## src/rtl/pipe_ctrl_pkg.sv

```systemverilog
// rtl/pipe_ctrl_pkg.sv - shared state encodings and stage control vectors for the hazard sequencer
package pipe_ctrl_pkg;

   localparam int REG_AW_DEF = 3;

   typedef enum logic [1:0] {
      ST_RUN      = 2'd0,
      ST_MUL_WAIT = 2'd1,
      ST_HALT     = 2'd2
   } ctrl_state_t;

   typedef struct packed {
      logic pc_write;
      logic if_id_write;
      logic if_id_flush;
      logic id_ex_write;
      logic id_ex_bubble;
      logic ex_mem_write;
      logic ex_mem_bubble;
      logic mem_wb_bubble;
   } ctrl_vec_t;

   // Bubble/flush bits override the write enable of the same register.
   localparam ctrl_vec_t CV_NORMAL  = '{1'b1, 1'b1, 1'b0, 1'b1, 1'b0, 1'b1, 1'b0, 1'b0};
   localparam ctrl_vec_t CV_LOADUSE = '{1'b0, 1'b0, 1'b0, 1'b1, 1'b1, 1'b1, 1'b0, 1'b0};
   localparam ctrl_vec_t CV_BRANCH  = '{1'b1, 1'b1, 1'b1, 1'b1, 1'b1, 1'b1, 1'b0, 1'b0};
   localparam ctrl_vec_t CV_MULFRZ  = '{1'b0, 1'b0, 1'b0, 1'b0, 1'b0, 1'b1, 1'b1, 1'b0};
   localparam ctrl_vec_t CV_MEMFRZ  = '{1'b0, 1'b0, 1'b0, 1'b0, 1'b0, 1'b0, 1'b0, 1'b1};

endpackage

```

## src/rtl/pipeline_hazard_ctrl_if.sv

```systemverilog
// rtl/pipeline_hazard_ctrl_if.sv - hazard inputs from ID/EX/MEM and stage register controls
interface pipe_ctrl_if
   import pipe_ctrl_pkg::*;
#(
   parameter int REG_AW = REG_AW_DEF
);
   logic [REG_AW-1:0] id_rs;
   logic [REG_AW-1:0] id_rt;
   logic              id_uses_rt;
   logic [REG_AW-1:0] ex_rd;
   logic              ex_mem_read;
   logic              ex_reg_write;
   logic              ex_branch_taken;
   logic              ex_mul_op;
   logic              mem_busy;
   logic              pc_write;
   logic              if_id_write;
   logic              if_id_flush;
   logic              id_ex_write;
   logic              id_ex_bubble;
   logic              ex_mem_write;
   logic              ex_mem_bubble;
   logic              mem_wb_bubble;

   modport master (
      output id_rs, id_rt, id_uses_rt, ex_rd, ex_mem_read, ex_reg_write,
             ex_branch_taken, ex_mul_op, mem_busy,
      input  pc_write, if_id_write, if_id_flush, id_ex_write, id_ex_bubble,
             ex_mem_write, ex_mem_bubble, mem_wb_bubble
   );

   modport slave (
      input  id_rs, id_rt, id_uses_rt, ex_rd, ex_mem_read, ex_reg_write,
             ex_branch_taken, ex_mul_op, mem_busy,
      output pc_write, if_id_write, if_id_flush, id_ex_write, id_ex_bubble,
             ex_mem_write, ex_mem_bubble, mem_wb_bubble
   );
endinterface

```

## src/rtl/load_use_detect.sv

```systemverilog
// rtl/load_use_detect.sv - flags a load in EX whose result is read by the instruction in ID
module load_use_detect
   import pipe_ctrl_pkg::*;
#(
   parameter int REG_AW = REG_AW_DEF
) (
   input  logic [REG_AW-1:0] id_rs,
   input  logic [REG_AW-1:0] id_rt,
   input  logic              id_uses_rt,
   input  logic [REG_AW-1:0] ex_rd,
   input  logic              ex_mem_read,
   input  logic              ex_reg_write,
   output logic              load_use
);
   // Register 0 never carries a dependency.
   assign load_use = ex_mem_read && ex_reg_write && (ex_rd != '0) &&
                     ((ex_rd == id_rs) || (id_uses_rt && (ex_rd == id_rt)));
endmodule

```

## src/rtl/pipeline_hazard_ctrl.sv

```systemverilog
// rtl/pipeline_hazard_ctrl.sv - stall/flush sequencer for load-use, branch, multiply and memory waits
module pipeline_hazard_ctrl
   import pipe_ctrl_pkg::*;
#(
   parameter int REG_AW      = REG_AW_DEF,
   parameter int MUL_CYCLES  = 4,
   parameter int MEM_TIMEOUT = 64,
   parameter int STALL_CNT_W = 16
) (
   input  logic                   clk,
   input  logic                   rst,
   pipe_ctrl_if.slave             bus,
   output logic [1:0]             ctrl_state,
   output logic                   mem_error,
   output logic [STALL_CNT_W-1:0] stall_cycles
);
   localparam int MUL_W = (MUL_CYCLES > 2) ? $clog2(MUL_CYCLES) : 1;
   localparam int MEM_W = (MEM_TIMEOUT > 1) ? $clog2(MEM_TIMEOUT) : 1;
   localparam logic [MUL_W-1:0] MUL_LOAD = MUL_W'(MUL_CYCLES - 2);
   localparam logic [MEM_W-1:0] MEM_LAST = MEM_W'(MEM_TIMEOUT - 1);

   ctrl_state_t      state_q, state_d;
   logic [MUL_W-1:0] mul_cnt_q, mul_cnt_d;
   logic [MEM_W-1:0] mem_cnt_q;
   logic             load_use;
   ctrl_vec_t        cv;

   load_use_detect #(.REG_AW(REG_AW)) u_load_use (
      .id_rs        (bus.id_rs),
      .id_rt        (bus.id_rt),
      .id_uses_rt   (bus.id_uses_rt),
      .ex_rd        (bus.ex_rd),
      .ex_mem_read  (bus.ex_mem_read),
      .ex_reg_write (bus.ex_reg_write),
      .load_use     (load_use)
   );

   always_ff @(posedge clk) begin
      if (rst) begin
         state_q   <= ST_RUN;
         mul_cnt_q <= '0;
      end else begin
         state_q   <= state_d;
         mul_cnt_q <= mul_cnt_d;
      end
   end

   // A busy memory freezes the multiply sequence; only the timeout can move the state.
   always_comb begin
      state_d   = state_q;
      mul_cnt_d = mul_cnt_q;
      if (state_q != ST_HALT) begin
         if (bus.mem_busy) begin
            if (mem_cnt_q == MEM_LAST) state_d = ST_HALT;
         end else begin
            case (state_q)
               ST_RUN: begin
                  if (bus.ex_mul_op && !bus.ex_branch_taken) begin
                     state_d   = ST_MUL_WAIT;
                     mul_cnt_d = MUL_LOAD;
                  end
               end
               ST_MUL_WAIT: begin
                  if (mul_cnt_q != '0) mul_cnt_d = mul_cnt_q - 1'b1;
                  else                 state_d   = ST_RUN;
               end
               default: state_d = ST_RUN;
            endcase
         end
      end
   end

   always_comb begin
      cv = CV_NORMAL;
      if (rst)                                              cv = CV_NORMAL;
      else if (state_q == ST_HALT || bus.mem_busy)          cv = CV_MEMFRZ;
      else if (state_q == ST_MUL_WAIT && mul_cnt_q != '0)   cv = CV_MULFRZ;
      else if (bus.ex_branch_taken)                         cv = CV_BRANCH;
      else if (state_q == ST_RUN && bus.ex_mul_op)          cv = CV_MULFRZ;
      else if (load_use)                                    cv = CV_LOADUSE;
   end

   always_ff @(posedge clk) begin
      if (rst) begin
         mem_cnt_q    <= '0;
         mem_error    <= 1'b0;
         stall_cycles <= '0;
      end else begin
         if (!bus.mem_busy)             mem_cnt_q <= '0;
         else if (mem_cnt_q != MEM_LAST) mem_cnt_q <= mem_cnt_q + 1'b1;
         if (state_q != ST_HALT && state_d == ST_HALT) mem_error <= 1'b1;
         if (!cv.pc_write && stall_cycles != '1) stall_cycles <= stall_cycles + 1'b1;
      end
   end

   assign bus.pc_write      = cv.pc_write;
   assign bus.if_id_write   = cv.if_id_write;
   assign bus.if_id_flush   = cv.if_id_flush;
   assign bus.id_ex_write   = cv.id_ex_write;
   assign bus.id_ex_bubble  = cv.id_ex_bubble;
   assign bus.ex_mem_write  = cv.ex_mem_write;
   assign bus.ex_mem_bubble = cv.ex_mem_bubble;
   assign bus.mem_wb_bubble = cv.mem_wb_bubble;
   assign ctrl_state        = state_q;
endmodule

```

## src/flat_wrapper.sv

```systemverilog
// flat-port wrapper written by rule: the top's interface ports become plain ports
module pipeline_hazard_ctrl_flat import pipe_ctrl_pkg::*;
#(
   parameter int REG_AW      = REG_AW_DEF,
   parameter int MUL_CYCLES  = 4,
   parameter int MEM_TIMEOUT = 64,
   parameter int STALL_CNT_W = 16
)
  (clk, rst, ctrl_state, mem_error, stall_cycles, bus_id_rs, bus_id_rt, bus_id_uses_rt, bus_ex_rd, bus_ex_mem_read, bus_ex_reg_write, bus_ex_branch_taken, bus_ex_mul_op, bus_mem_busy, bus_pc_write, bus_if_id_write, bus_if_id_flush, bus_id_ex_write, bus_id_ex_bubble, bus_ex_mem_write, bus_ex_mem_bubble, bus_mem_wb_bubble);
  pipe_ctrl_if #(.REG_AW(REG_AW)) bus_i ();
  input  logic clk;
  input  logic rst;
  output logic [1:0] ctrl_state;
  output logic mem_error;
  output logic [STALL_CNT_W-1:0] stall_cycles;
  input wire logic [$bits(bus_i.id_rs)-1:0] bus_id_rs;
  input wire logic [$bits(bus_i.id_rt)-1:0] bus_id_rt;
  input wire logic [$bits(bus_i.id_uses_rt)-1:0] bus_id_uses_rt;
  input wire logic [$bits(bus_i.ex_rd)-1:0] bus_ex_rd;
  input wire logic [$bits(bus_i.ex_mem_read)-1:0] bus_ex_mem_read;
  input wire logic [$bits(bus_i.ex_reg_write)-1:0] bus_ex_reg_write;
  input wire logic [$bits(bus_i.ex_branch_taken)-1:0] bus_ex_branch_taken;
  input wire logic [$bits(bus_i.ex_mul_op)-1:0] bus_ex_mul_op;
  input wire logic [$bits(bus_i.mem_busy)-1:0] bus_mem_busy;
  output wire logic [$bits(bus_i.pc_write)-1:0] bus_pc_write;
  output wire logic [$bits(bus_i.if_id_write)-1:0] bus_if_id_write;
  output wire logic [$bits(bus_i.if_id_flush)-1:0] bus_if_id_flush;
  output wire logic [$bits(bus_i.id_ex_write)-1:0] bus_id_ex_write;
  output wire logic [$bits(bus_i.id_ex_bubble)-1:0] bus_id_ex_bubble;
  output wire logic [$bits(bus_i.ex_mem_write)-1:0] bus_ex_mem_write;
  output wire logic [$bits(bus_i.ex_mem_bubble)-1:0] bus_ex_mem_bubble;
  output wire logic [$bits(bus_i.mem_wb_bubble)-1:0] bus_mem_wb_bubble;
  assign bus_i.id_rs = bus_id_rs;
  assign bus_i.id_rt = bus_id_rt;
  assign bus_i.id_uses_rt = bus_id_uses_rt;
  assign bus_i.ex_rd = bus_ex_rd;
  assign bus_i.ex_mem_read = bus_ex_mem_read;
  assign bus_i.ex_reg_write = bus_ex_reg_write;
  assign bus_i.ex_branch_taken = bus_ex_branch_taken;
  assign bus_i.ex_mul_op = bus_ex_mul_op;
  assign bus_i.mem_busy = bus_mem_busy;
  assign bus_pc_write = bus_i.pc_write;
  assign bus_if_id_write = bus_i.if_id_write;
  assign bus_if_id_flush = bus_i.if_id_flush;
  assign bus_id_ex_write = bus_i.id_ex_write;
  assign bus_id_ex_bubble = bus_i.id_ex_bubble;
  assign bus_ex_mem_write = bus_i.ex_mem_write;
  assign bus_ex_mem_bubble = bus_i.ex_mem_bubble;
  assign bus_mem_wb_bubble = bus_i.mem_wb_bubble;
  pipeline_hazard_ctrl #(.REG_AW(REG_AW), .MUL_CYCLES(MUL_CYCLES), .MEM_TIMEOUT(MEM_TIMEOUT), .STALL_CNT_W(STALL_CNT_W)) u_core (.clk(clk), .rst(rst), .bus(bus_i), .ctrl_state(ctrl_state), .mem_error(mem_error), .stall_cycles(stall_cycles));
endmodule
```

## config.mk

```make
export PLATFORM = sky130hd
export DESIGN_NAME = pipeline_hazard_ctrl_flat
export DESIGN_NICKNAME = d
export VERILOG_FILES = /design/src/rtl/pipe_ctrl_pkg.sv /design/src/rtl/pipeline_hazard_ctrl_if.sv /design/src/rtl/load_use_detect.sv /design/src/rtl/pipeline_hazard_ctrl.sv /design/src/flat_wrapper.sv
export SDC_FILE = /design/constraint.sdc
export NUM_CORES = 1
export LEC_CHECK = 0
export CORE_MARGIN = 1.5
export CORE_UTILIZATION = 52
export CTS_BUF_LIST = sky130_fd_sc_hd__clkbuf_8
export DETAILED_ROUTE_END_ITERATION = 7
export GPL_TIMING_DRIVEN = 0
export PLACE_DENSITY = 0.88
export SLEW_MARGIN = 10
export SYNTH_ARGS = -nofsm -noshare
export SYNTH_HDL_FRONTEND = slang
export SYNTH_SLANG_ARGS = --single-unit
```

## constraint.sdc

```tcl
create_clock -name clk -period 3.3 [get_ports clk]
set_input_delay 0.33 -clock clk [delete_from_list [all_inputs] [get_ports clk]]
set_output_delay 0.33 -clock clk [all_outputs]
set_load 0.005 [all_outputs]
```

==> impl_metrics.yaml, run 1 <==
global_route:
  grt_use_total_pct: 21.5
  overflow: 0
  grt_pass1_wl_um: 5560
  grt_pass1_vias: 1291
  grt_antenna_before_repair: 0
  grt_start_max_net_pins: 15
worst_setup_path:
  arrival_ps: 2370
  reg2reg_depth: 8
  rr_endpoint: "u_core.stall_cycles[1]"
  cp.required_ps: 2970
  timing.rr.start: "u_core.stall_cycles[0]"
  criticalPathCategory: "input port to primary output"
  critPathMaxFanout: 3
  crit_path_end_kind: "primary output"
  r2r_slack_ps: 980
  startpoint_type: "input port"
final_layout:
  nets: 241
  design_area_um2: 1930
  multi_input_area_um2: 818
  seq_area_um2: 541
  final_cell_mix: "clkdlybuf4s50_1, dfxtp_1, nor2_1, a21oi_1, nand3_1"
  n_fill_cell: 184
  fin_util_pct: 75.9
  area_growth_pct: 35.2
  drive_gt1_share_pct: 4.55
  final_common_cell: "clkdlybuf4s50_1"
  antenna_cells: 0
timing:
  finalSetupTns_ps: 0
  rsz0062_at_grt: "false"
  fin_ws_ps: 599
  relSlewSlack_pct: 65.1
  layout_min_cycle_time_ps: 2700
  fmax_mhz: 370
  skew_ps: 7.47
  slew_violations: 0
  hold_viol: 0
  tightest_slew_ps: 515
  period_share_pct: 81.8
  finalSetupViolCount: 0
drt:
  drt_iter0_markers: 58
  final_antenna_net_count: 0
  first_pass_iters: 4
  route.final.wire_length_um: 3300
  viasPerCell: 5.74
  drc: 0
  vias: 1435
  wire_per_inst_um: 13.2
die:
  row_count: 18
  start_util_pct: 56.1
  dieArea_um2: 3070
  core_area_um2: 2540
  ios: 44
  die_x_um: 55.4
  die_y_um: 55.4
placed_design:
  dpl_cell_area_um2: 1890
  place.gp.congestion: 0.845
  io_buffers: 42
  post-place-ws_ps: 596
  place.detailed.hpwl_um: 2510
job:
  maxCapViolations: 0
logic_synthesis:
  synth_top_family_by_area: "simple AND/OR/NAND/NOR gates"
  synth_mux_area_share_pct: 1.40
  ys_seq_area_share_pct: 37.9
  syn_area_um2: 1430
  synthSimpleGateAreaFrac_pct: 27.3
  yosysUniqueCellTypes: 38
  synth_area_per_cell_um2: 8.20
  synth_warnings: 0
  syn-instance-count: 174
  yosys.area_share.adder_pct: 2.63
  synth_xor_area_share_pct: 6.13
  synth_nets: 194
  yosys_register_bits: 27
  synth-compound-area-share_pct: 19.9
clocking:
  clock_latency_ps: 270
  cts-hold-fix-buffers: 0
  clock-root-buffer: "clkbuf_8"
  cts.path.max_buffers: 2
  postCtsSetupRepairBufs: 0
  htreeDepth: 1
  cts_tree: "yes"
  cts_buffers: 3
  clk_pin_slew_ps: 80
  ctsResizeCount: 0
  clock-sinks: 27
pwr:
  peakVddDrop_mv: 0.341
  leakage_nw: 0.654
  p_total_mw: 0.613
  powerDensity_nw_per_um2: 317
worst_hold_path:
  hold_path_class: "input port to flip-flop"
  min_from: "bus_mem_busy"
  min_to: "u_core.ctrl_state[0]"
  holdPathStages: 3
status:
  status: "completed"
[cells in the mapped netlist]
library cell	number	area [um^2]
nor3b_1	3	22.5
nor3_1	2	10.0
o31ai_2	1	12.5
ha_1	3	37.5
or3_1	11	68.8
o211ai_1	2	15.0
o21ai_0	1	5.00
nand2b_1	1	6.26
dfxtp_1	27	541
nand4_1	2	12.5
and3_1	4	25.0
clkbuf_1	4	15.0
nor2_1	17	63.8
buf_2	1	5.00
nor4_1	2	12.5
buf_6	1	11.3
nand2_1	6	22.5
inv_1	8	30.0
a211oi_1	2	15.0
or4_1	1	7.51
o21ai_2	1	8.76
o21bai_1	1	7.51
mux2i_1	2	20.0
buf_4	1	7.51
nand3_1	15	75.1
o21ai_1	12	60.1
xor2_1	4	35.0
or3b_2	1	8.76
and2_1	1	6.26
nor2b_1	5	31.3
o31ai_1	4	30.0
a2111oi_4	1	27.5
a21oi_1	15	75.1
xnor2_1	6	52.6
o311ai_1	1	8.76
a31oi_1	3	18.8
nand3b_1	1	7.51
and4_1	1	8.76
[final cells by class]
class,count,area share [%]
plain buffers,7,2.01
inverters,8,1.56
well taps,30,1.94
multi-input cells,132,42.4
clock inverters,1,0.194
clock buffers,3,2.14
flip-flops and latches,27,28.0
repair buffers,42,21.8
[registers in the layout, indices dropped and copies added, names as in the netlist]
| register | count |
|---|---|
| u_core.stall_cycles | 16 |
| u_core.mem_cnt_q | 6 |
| u_core.ctrl_state | 2 |
| u_core.mul_cnt_q | 2 |
| u_core.mem_error | 1 |
[logic make-up after synthesis]
family,Yosys count
buffers and inverters,15
multiplexers,2
AND/OR/NAND/NOR,73
AO/OA/AOI/OAI,44
XOR/XNOR,10
adder cells (fa/ha/maj),3
flip-flops,27
[where the power goes]
part	internal, mW	switching [mW]
clock network	0.0833	0.0986
logic	0.0521	0.0425
registers	0.331	0.00565
total	0.466	0.147
[worst max path at each step]
stage,depth (start not counted),startpoint,slack (ps),endpoint
6_report,7,bus_ex_rd[2],600,bus_pc_write
5_1_grt,7,bus_ex_rd[1],460,bus_pc_write
4_1_cts,7,bus_ex_rd[2],580,bus_pc_write
3_5_place_dp,7,bus_ex_rd[2],600,bus_pc_write
3_3_place_gp,7,bus_ex_rd[0],620,bus_pc_write
2_1_floorplan,8,u_core.stall_cycles[0],1350,u_core.stall_cycles[1]
[layer usage]
layer	GRT usage (%)	wire length, um	up-vias
li1	-	-	729
met3	4.45	217	4
met1	26.5	1470	653
met5	0	0	-
met4	4.88	27	0
met2	38.3	1590	49
[critical path, stage by stage]
cell and delay [ps]:
clkdlybuf4s50_1 530, xnor2_1 150, nand4_1 200, a2111oi_4 460, nor2_1 110, buf_4 150
clkdlybuf4s50_1 430
[through the flow]
stage	hold WS, ps	cells
final	470	250
after global placement	453	246
after detailed placement	463	246
after global routing	502	250
after floorplan	440	174
after CTS	470	250
Note: power is estimated with default switching activity, not from simulation.
==> run 2, diff against run 1 <==
--- a/config.mk
+++ b/config.mk
@@ -6,11 +6,11 @@
 export NUM_CORES = 1
 export LEC_CHECK = 0
 export CORE_MARGIN = 1.5
-export CORE_UTILIZATION = 52
+export CORE_UTILIZATION = 43
 export CTS_BUF_LIST = sky130_fd_sc_hd__clkbuf_8
 export DETAILED_ROUTE_END_ITERATION = 7
 export GPL_TIMING_DRIVEN = 0
-export PLACE_DENSITY = 0.88
+export PLACE_DENSITY = 0.77
 export SLEW_MARGIN = 10
 export SYNTH_ARGS = -nofsm -noshare
 export SYNTH_HDL_FRONTEND = slang
==> constraint.sdc (replaced) <==
create_clock -name clk -period 2.25 [get_ports clk]
set_input_delay 0.225 -clock clk [delete_from_list [all_inputs] [get_ports clk]]
set_output_delay 0.225 -clock clk [all_outputs]
set_load 0.005 [all_outputs]
==> run 2 against run 1 <==
Net effect:
- count of clock-buffer cells in the layout unchanged
- global-route usage down 1.1 points
- clock power up 57%
- power up 52%
- final cell count up 8.0%
- critical path type is now flip-flop to primary output
- cell area up 6.4%
- register-to-register slack worse by 730 ps
- wire length up 14%
- highest routed layer unchanged
- die area up 20%
- critical path depth down 1
==> impl_metrics.yaml, run 2 (synthesis results as in run 1) <==
die:
  core_area_um2: 3100
  start_util_pct: 46.0
  die_x_um: 60.6
  row_count: 20
  ios: 44
  die_y_um: 60.6
  dieArea_um2: 3670
clocking:
  clock-root-buffer: "clkbuf_8"
  cts.path.max_buffers: 2
  clock_latency_ps: 280
  htreeDepth: 1
  clk_pin_slew_ps: 90
  cts_tree: "yes"
  cts_buffers: 3
  clock-sinks: 27
worst_setup_path:
  timing.rr.start: "u_core.mul_cnt_q[0]"
  r2r_slack_ps: 250
  arrival_ps: 1920
  rr_endpoint: "u_core.stall_cycles[1]"
  startpoint_type: "flip-flop"
  crit_path_end_kind: "primary output"
  cp.required_ps: 2030
  critPathMaxFanout: 3
  endpoint: "bus_if_id_flush"
  cpPeakStageDelay_ps: 510
  criticalPathCategory: "flip-flop to primary output"
  worstPathCellList: "inv_1, ha_1, nor3b_1, nor4_1, and2_1, clkdlybuf4s50_1"
  startpoint: "u_core.mul_cnt_q[0]"
  slowest_stage: "clkdlybuf4s50_1"
  reg2reg_depth: 9
pwr:
  p_switching_mw: 0.240
  combPwrFrac_pct: 16.2
  powerDensity_nw_per_um2: 454
  seq_power_share_pct: 53.0
  sw_frac_of_total_pct: 25.8
  leakage_nw: 0.740
  pwr-share-clk_pct: 30.7
  p_total_mw: 0.932
  peakVddDrop_mv: 0.424
  p_int_mw: 0.692
placed_design:
  place.detailed.hpwl_um: 2750
  io_buffers: 42
  dpl_cell_area_um2: 1900
  place.gp.congestion: 0.824
  post-place-ws_ps: -270
global_route:
  grt_use_total_pct: 20.4
  grt_antenna_before_repair: 0
  grt_start_max_net_pins: 17
  grt_pass1_wl_um: 5670
  overflow: 0
  grt_pass1_vias: 1333
worst_hold_path:
  hold_path_class: "input port to flip-flop"
drt:
  drt_iter0_markers: 24
  wire_per_inst_um: 14.0
  vias: 1496
  route.final.wire_length_um: 3780
  first_pass_iters: 4
  drc: 0
  viasPerCell: 5.54
  final_antenna_net_count: 0
timing:
  hold_viol: 0
  finalSetupTns_ps: 0
  finalSetupViolCount: 0
  fmax_mhz: 466
  layout_min_cycle_time_ps: 2150
  period_share_pct: 95.4
  skew_ps: 11.7
  fin_ws_ps: 103
  rsz0062_at_grt: "false"
  tightest_slew_ps: 553
  slew_violations: 0
  relSlewSlack_pct: 63.1
final_layout:
  largest-register: "u_core.stall_cycles"
  final_cell_mix: "clkdlybuf4s50_1, dfxtp_1, nor2_1, nand3_1, a21oi_1"
  antenna_cells: 0
  n_fill_cell: 287
  final_common_cell: "clkdlybuf4s50_1"
  area_growth_pct: 43.8
  design_area_um2: 2050
  drive_gt1_share_pct: 11.9
  nets: 247
  largest_register_ffs: 16
  reg_top3: "u_core.stall_cycles: 16 flops, u_core.mem_cnt_q: 6 flops"
job:
  maxCapViolations: 0
status:
  status: "completed"
-- run 2: cell count changes in the layout (fill, tap and decap cells not counted), sizes merged --
cell | previous run | this run
dlymetal6s2s | 0 | 3
inv | 9 | 8
clkdlybuf4s50 | 42 | 35
dlygate4sd2 | 0 | 4
buf | 3 | 9
clkinvlp | 0 | 1
-- run 2: worst max-delay path: cells and delay by family, from the launching register on --
| kind | cells | cell delay, ps |
|---|---|---|
| and+or+nand+nor | 3 | 570 |
| buffers and inverters | 2 | 570 |
| adders and majority gates | 1 | 180 |
| DFF | 1 | 340 |
-- run 2: per-layer routing --
| layer | wire, um | track usage (%) | share of wire, % | vias to the layer above |
|---|---|---|---|---|
| li1 | - | - | - | 737 |
| met1 | 1650 | 24.3 | 44 | 711 |
| met2 | 1890 | 36.9 | 50 | 44 |
| met3 | 194 | 4.26 | 5.1 | 4 |
| met4 | 38 | 5.59 | 1.0 | 0 |
| met5 | 0 | 0 | 0 | - |
-- run 2: layout make-up --
class | count | area [um^2] | share of cell area [%]
buffer | 7 | 42.5 | 2.07
clock buffer | 3 | 41.3 | 2.01
clock inverter | 1 | 7.51 | 0.366
inverter | 8 | 30.0 | 1.46
multi-input combinational | 132 | 866 | 42.2
sequential | 27 | 543 | 26.4
tap | 44 | 55.1 | 2.68
timing repair buffer | 48 | 468 | 22.8
-- run 2: per-stage QoR --
stage	std cells	hold WS (ps)	util, %
4_1_cts	265	358	64.0
3_3_place_gp	260	453	61.3
2_1_floorplan	174	416	-
6_report	270	382	66.2
3_5_place_dp	260	467	61.3
5_1_grt	270	382	66.2
-- run 2: power groups by stage --
stage               logic, mW  registers (mW)  clock network [mW]
global route            0.164           0.496               0.307
global placement        0.137           0.504                   0
detailed placement      0.143           0.505                   0
finish                  0.151           0.494               0.286
floorplan              0.0667           0.504                   0
CTS                     0.147           0.494               0.288
-- run 2: how the worst min path moves through the flow --
stage,from,cells after the start,to
after CTS,bus_mem_busy,3,u_core.ctrl_state[0]
after global placement,u_core.mem_error,2,u_core.mem_error
final,bus_mem_busy,3,u_core.ctrl_state[0]
after detailed placement,u_core.mul_cnt_q[1],2,u_core.mul_cnt_q[1]
after global routing,bus_mem_busy,3,u_core.ctrl_state[0]
after floorplan,rst,3,u_core.stall_cycles[8]
-- run 2: timing repair --
item,in CTS,in global routing
endpoints found under the setup margin,8,13
setup buffers,1,5
pin swaps,2,5
hold buffers,0,0
gates resized for setup,11,10
==> run 3, diff against run 2 <==
--- a/config.mk
+++ b/config.mk
@@ -6,11 +6,10 @@
 export NUM_CORES = 1
 export LEC_CHECK = 0
 export CORE_MARGIN = 1.5
-export CORE_UTILIZATION = 43
+export CORE_UTILIZATION = 30
 export CTS_BUF_LIST = sky130_fd_sc_hd__clkbuf_8
 export DETAILED_ROUTE_END_ITERATION = 7
 export GPL_TIMING_DRIVEN = 0
-export PLACE_DENSITY = 0.77
 export SLEW_MARGIN = 10
 export SYNTH_ARGS = -nofsm -noshare
 export SYNTH_HDL_FRONTEND = slang
==> run 3 against run 2 <==
Net effect:
- clock skew fell by 9.4 ps
- clock power fell by 3%
- count of clock-buffer cells in the layout did not move
- setup slack improved by 1.3 ps
- cell area fell by 0.43%
- sequential power barely moved
- first-iteration DRC count rose to 2.5 times the previous value
- final cell count rose by 2.2%
- flip-flop and latch count did not move
- fmax barely moved
==> impl_metrics.yaml, run 3 (synthesis results as in run 1) <==
status:
  status: "completed"
final_layout:
  final_common_cell: "clkdlybuf4s50_1"
  antenna_cells: 0
  area_growth_pct: 43.2
  n_fill_cell: 463
  largest_register_ffs: 16
  final_cell_mix: "clkdlybuf4s50_1, dfxtp_1, nor2_1, nand3_1, a21oi_1"
  nets: 245
  reg_top3: "u_core.stall_cycles: 16 flops, u_core.mem_cnt_q: 6 flops"
  drive_gt1_share_pct: 10.7
  fin_cells: 276
  largest-register: "u_core.stall_cycles"
global_route:
  grt_antenna_before_repair: 0
  grt_use_total_pct: 13.9
  grt_pass1_vias: 1254
  grt_pass1_wl_um: 5830
  overflow: 0
  grt_start_max_net_pins: 15
clocking:
  cts_buffers: 3
  cts-hold-fix-buffers: 0
  clk_pin_slew_ps: 90
  htreeDepth: 1
  cts.path.max_buffers: 2
  clock_latency_ps: 270
  cts_tree: "yes"
  clock-root-buffer: "clkbuf_8"
  clock-sinks: 27
timing:
  finalSetupTns_ps: 0
  skew_ps: 2.26
  tightest_slew_ps: 555
  period_share_pct: 95.4
  slew_violations: 0
  finalSetupViolCount: 0
  relSlewSlack_pct: 63.0
  fmax_mhz: 466
  hold_viol: 0
  layout_min_cycle_time_ps: 2150
placed_design:
  place.detailed.hpwl_um: 2520
  io_buffers: 42
  dp.cells: 268
  place.gp.congestion: 0.756
worst_setup_path:
  cpPeakStageDelay_ps: 520
  critPathMaxFanout: 10
  worstSetupPathDepth: 5
  criticalPathCategory: "input port to primary output"
  worstPathCellList: "dlygate4sd2_1, clkbuf_2, nor4_1, and2_1, clkdlybuf4s50_1"
  crit_path_end_kind: "primary output"
  cp_top_family: "buffers and inverters"
  crit_buf_inv: 3
  cp.required_ps: 2030
  arrival_ps: 1920
  slowest_stage: "clkdlybuf4s50_1"
  reg2reg_depth: 10
  startpoint_type: "input port"
die:
  dieArea_um2: 5180
  die_x_um: 72.0
  core_area_um2: 4470
  start_util_pct: 31.9
  ios: 44
  die_y_um: 72.0
  row_count: 24
job:
  maxCapViolations: 0
drt:
  drt_iter0_markers: 60
  drc: 0
  first_pass_iters: 4
  viasPerCell: 5.24
  final_antenna_net_count: 0
  vias: 1445
  wire_per_inst_um: 12.9
  route.final.wire_length_um: 3550
pwr:
  leakage_nw: 0.724
  powerDensity_nw_per_um2: 449
  peakVddDrop_mv: 0.175
worst_hold_path:
  holdPathStages: 3
  hold_path_class: "input port to flip-flop"
run 3: cell count changes in the layout (fill, tap and decap cells not counted), sizes merged:
| cell | before | now |
|---|---|---|
| dlymetal6s2s | 3 | 2 |
| clkinvlp | 1 | 0 |
| buf | 9 | 7 |
| dlygate4sd2 | 4 | 5 |
| inv | 8 | 9 |
run 3: cell type report:
class	count	area [um^2]	share of cell area (%)
clock inverters	1	3.75	0.184
well taps	52	65.1	3.18
clock buffers	3	41.3	2.02
flip-flops and latches	27	544	26.6
inverters	8	30.0	1.47
repair buffers	46	449	22.0
multi-input cells	132	868	42.5
plain buffers	7	42.5	2.08
run 3: path summary, 6_finish.rpt:
kind | start | end | slack (ps)
worst max-delay path | rst | bus_if_id_flush | 100
worst min-delay path | bus_mem_busy | u_core.ctrl_state[0] | 360
worst max register to register | u_core.mul_cnt_q[0] | u_core.stall_cycles[4] | 140
worst min register to register | u_core.mul_cnt_q[0] | u_core.mul_cnt_q[0] | 470
run 3: where the power goes:
part           switching (mW)  internal, mW
Sequential            0.00912         0.485
Clock                   0.153         0.122
Combinational          0.0686        0.0791
run 3: worst register-to-register path, stage by stage, from the launching register on:
cell and delay [ps]:
dfxtp_2 350, inv_1 40, ha_1 200, inv_1 100
a21oi_4 80, o31ai_4 350, buf_4 180, o21ai_2 130
buf_6 180, or3_1 310, a21oi_1 120
run 3: per-layer routing:
layer / vias up / part of all wire (%) / GRT usage, % / wire [um]
met3: 4 / 5.0 / 3.19 / 177
li1: 727 / - / - / -
met2: 40 / 45 / 22.3 / 1610
met4: 0 / 1.1 / 3.77 / 40
met5: - / 0 / 0 / 0
met1: 674 / 49 / 18.7 / 1730
run 3: what timing repair did:
item                                    in CTS  in global routing
endpoints found under the hold margin        0                  0
setup buffers                                2                  2
pin swaps                                    5                  3
endpoints found under the setup margin      10                 11
gates resized for setup                     14                  8
run 3: through the flow:
| stage | hold WS, ps | utilization (%) | setup slack, ps | instance area (um^2) | power, mW |
|---|---|---|---|---|---|
| floorplan | 416 | - | 301 | 1430 | 0.570 |
| global placement | 460 | 42.8 | -262 | 1910 | 0.646 |
| detailed placement | 463 | 42.8 | -261 | 1910 | 0.646 |
| CTS | 351 | 44.8 | 28.4 | 2010 | 0.926 |
| global route | 393 | 45.7 | -12.1 | 2040 | 0.963 |
| finish | 357 | 45.7 | 104 | 2040 | 0.918 |
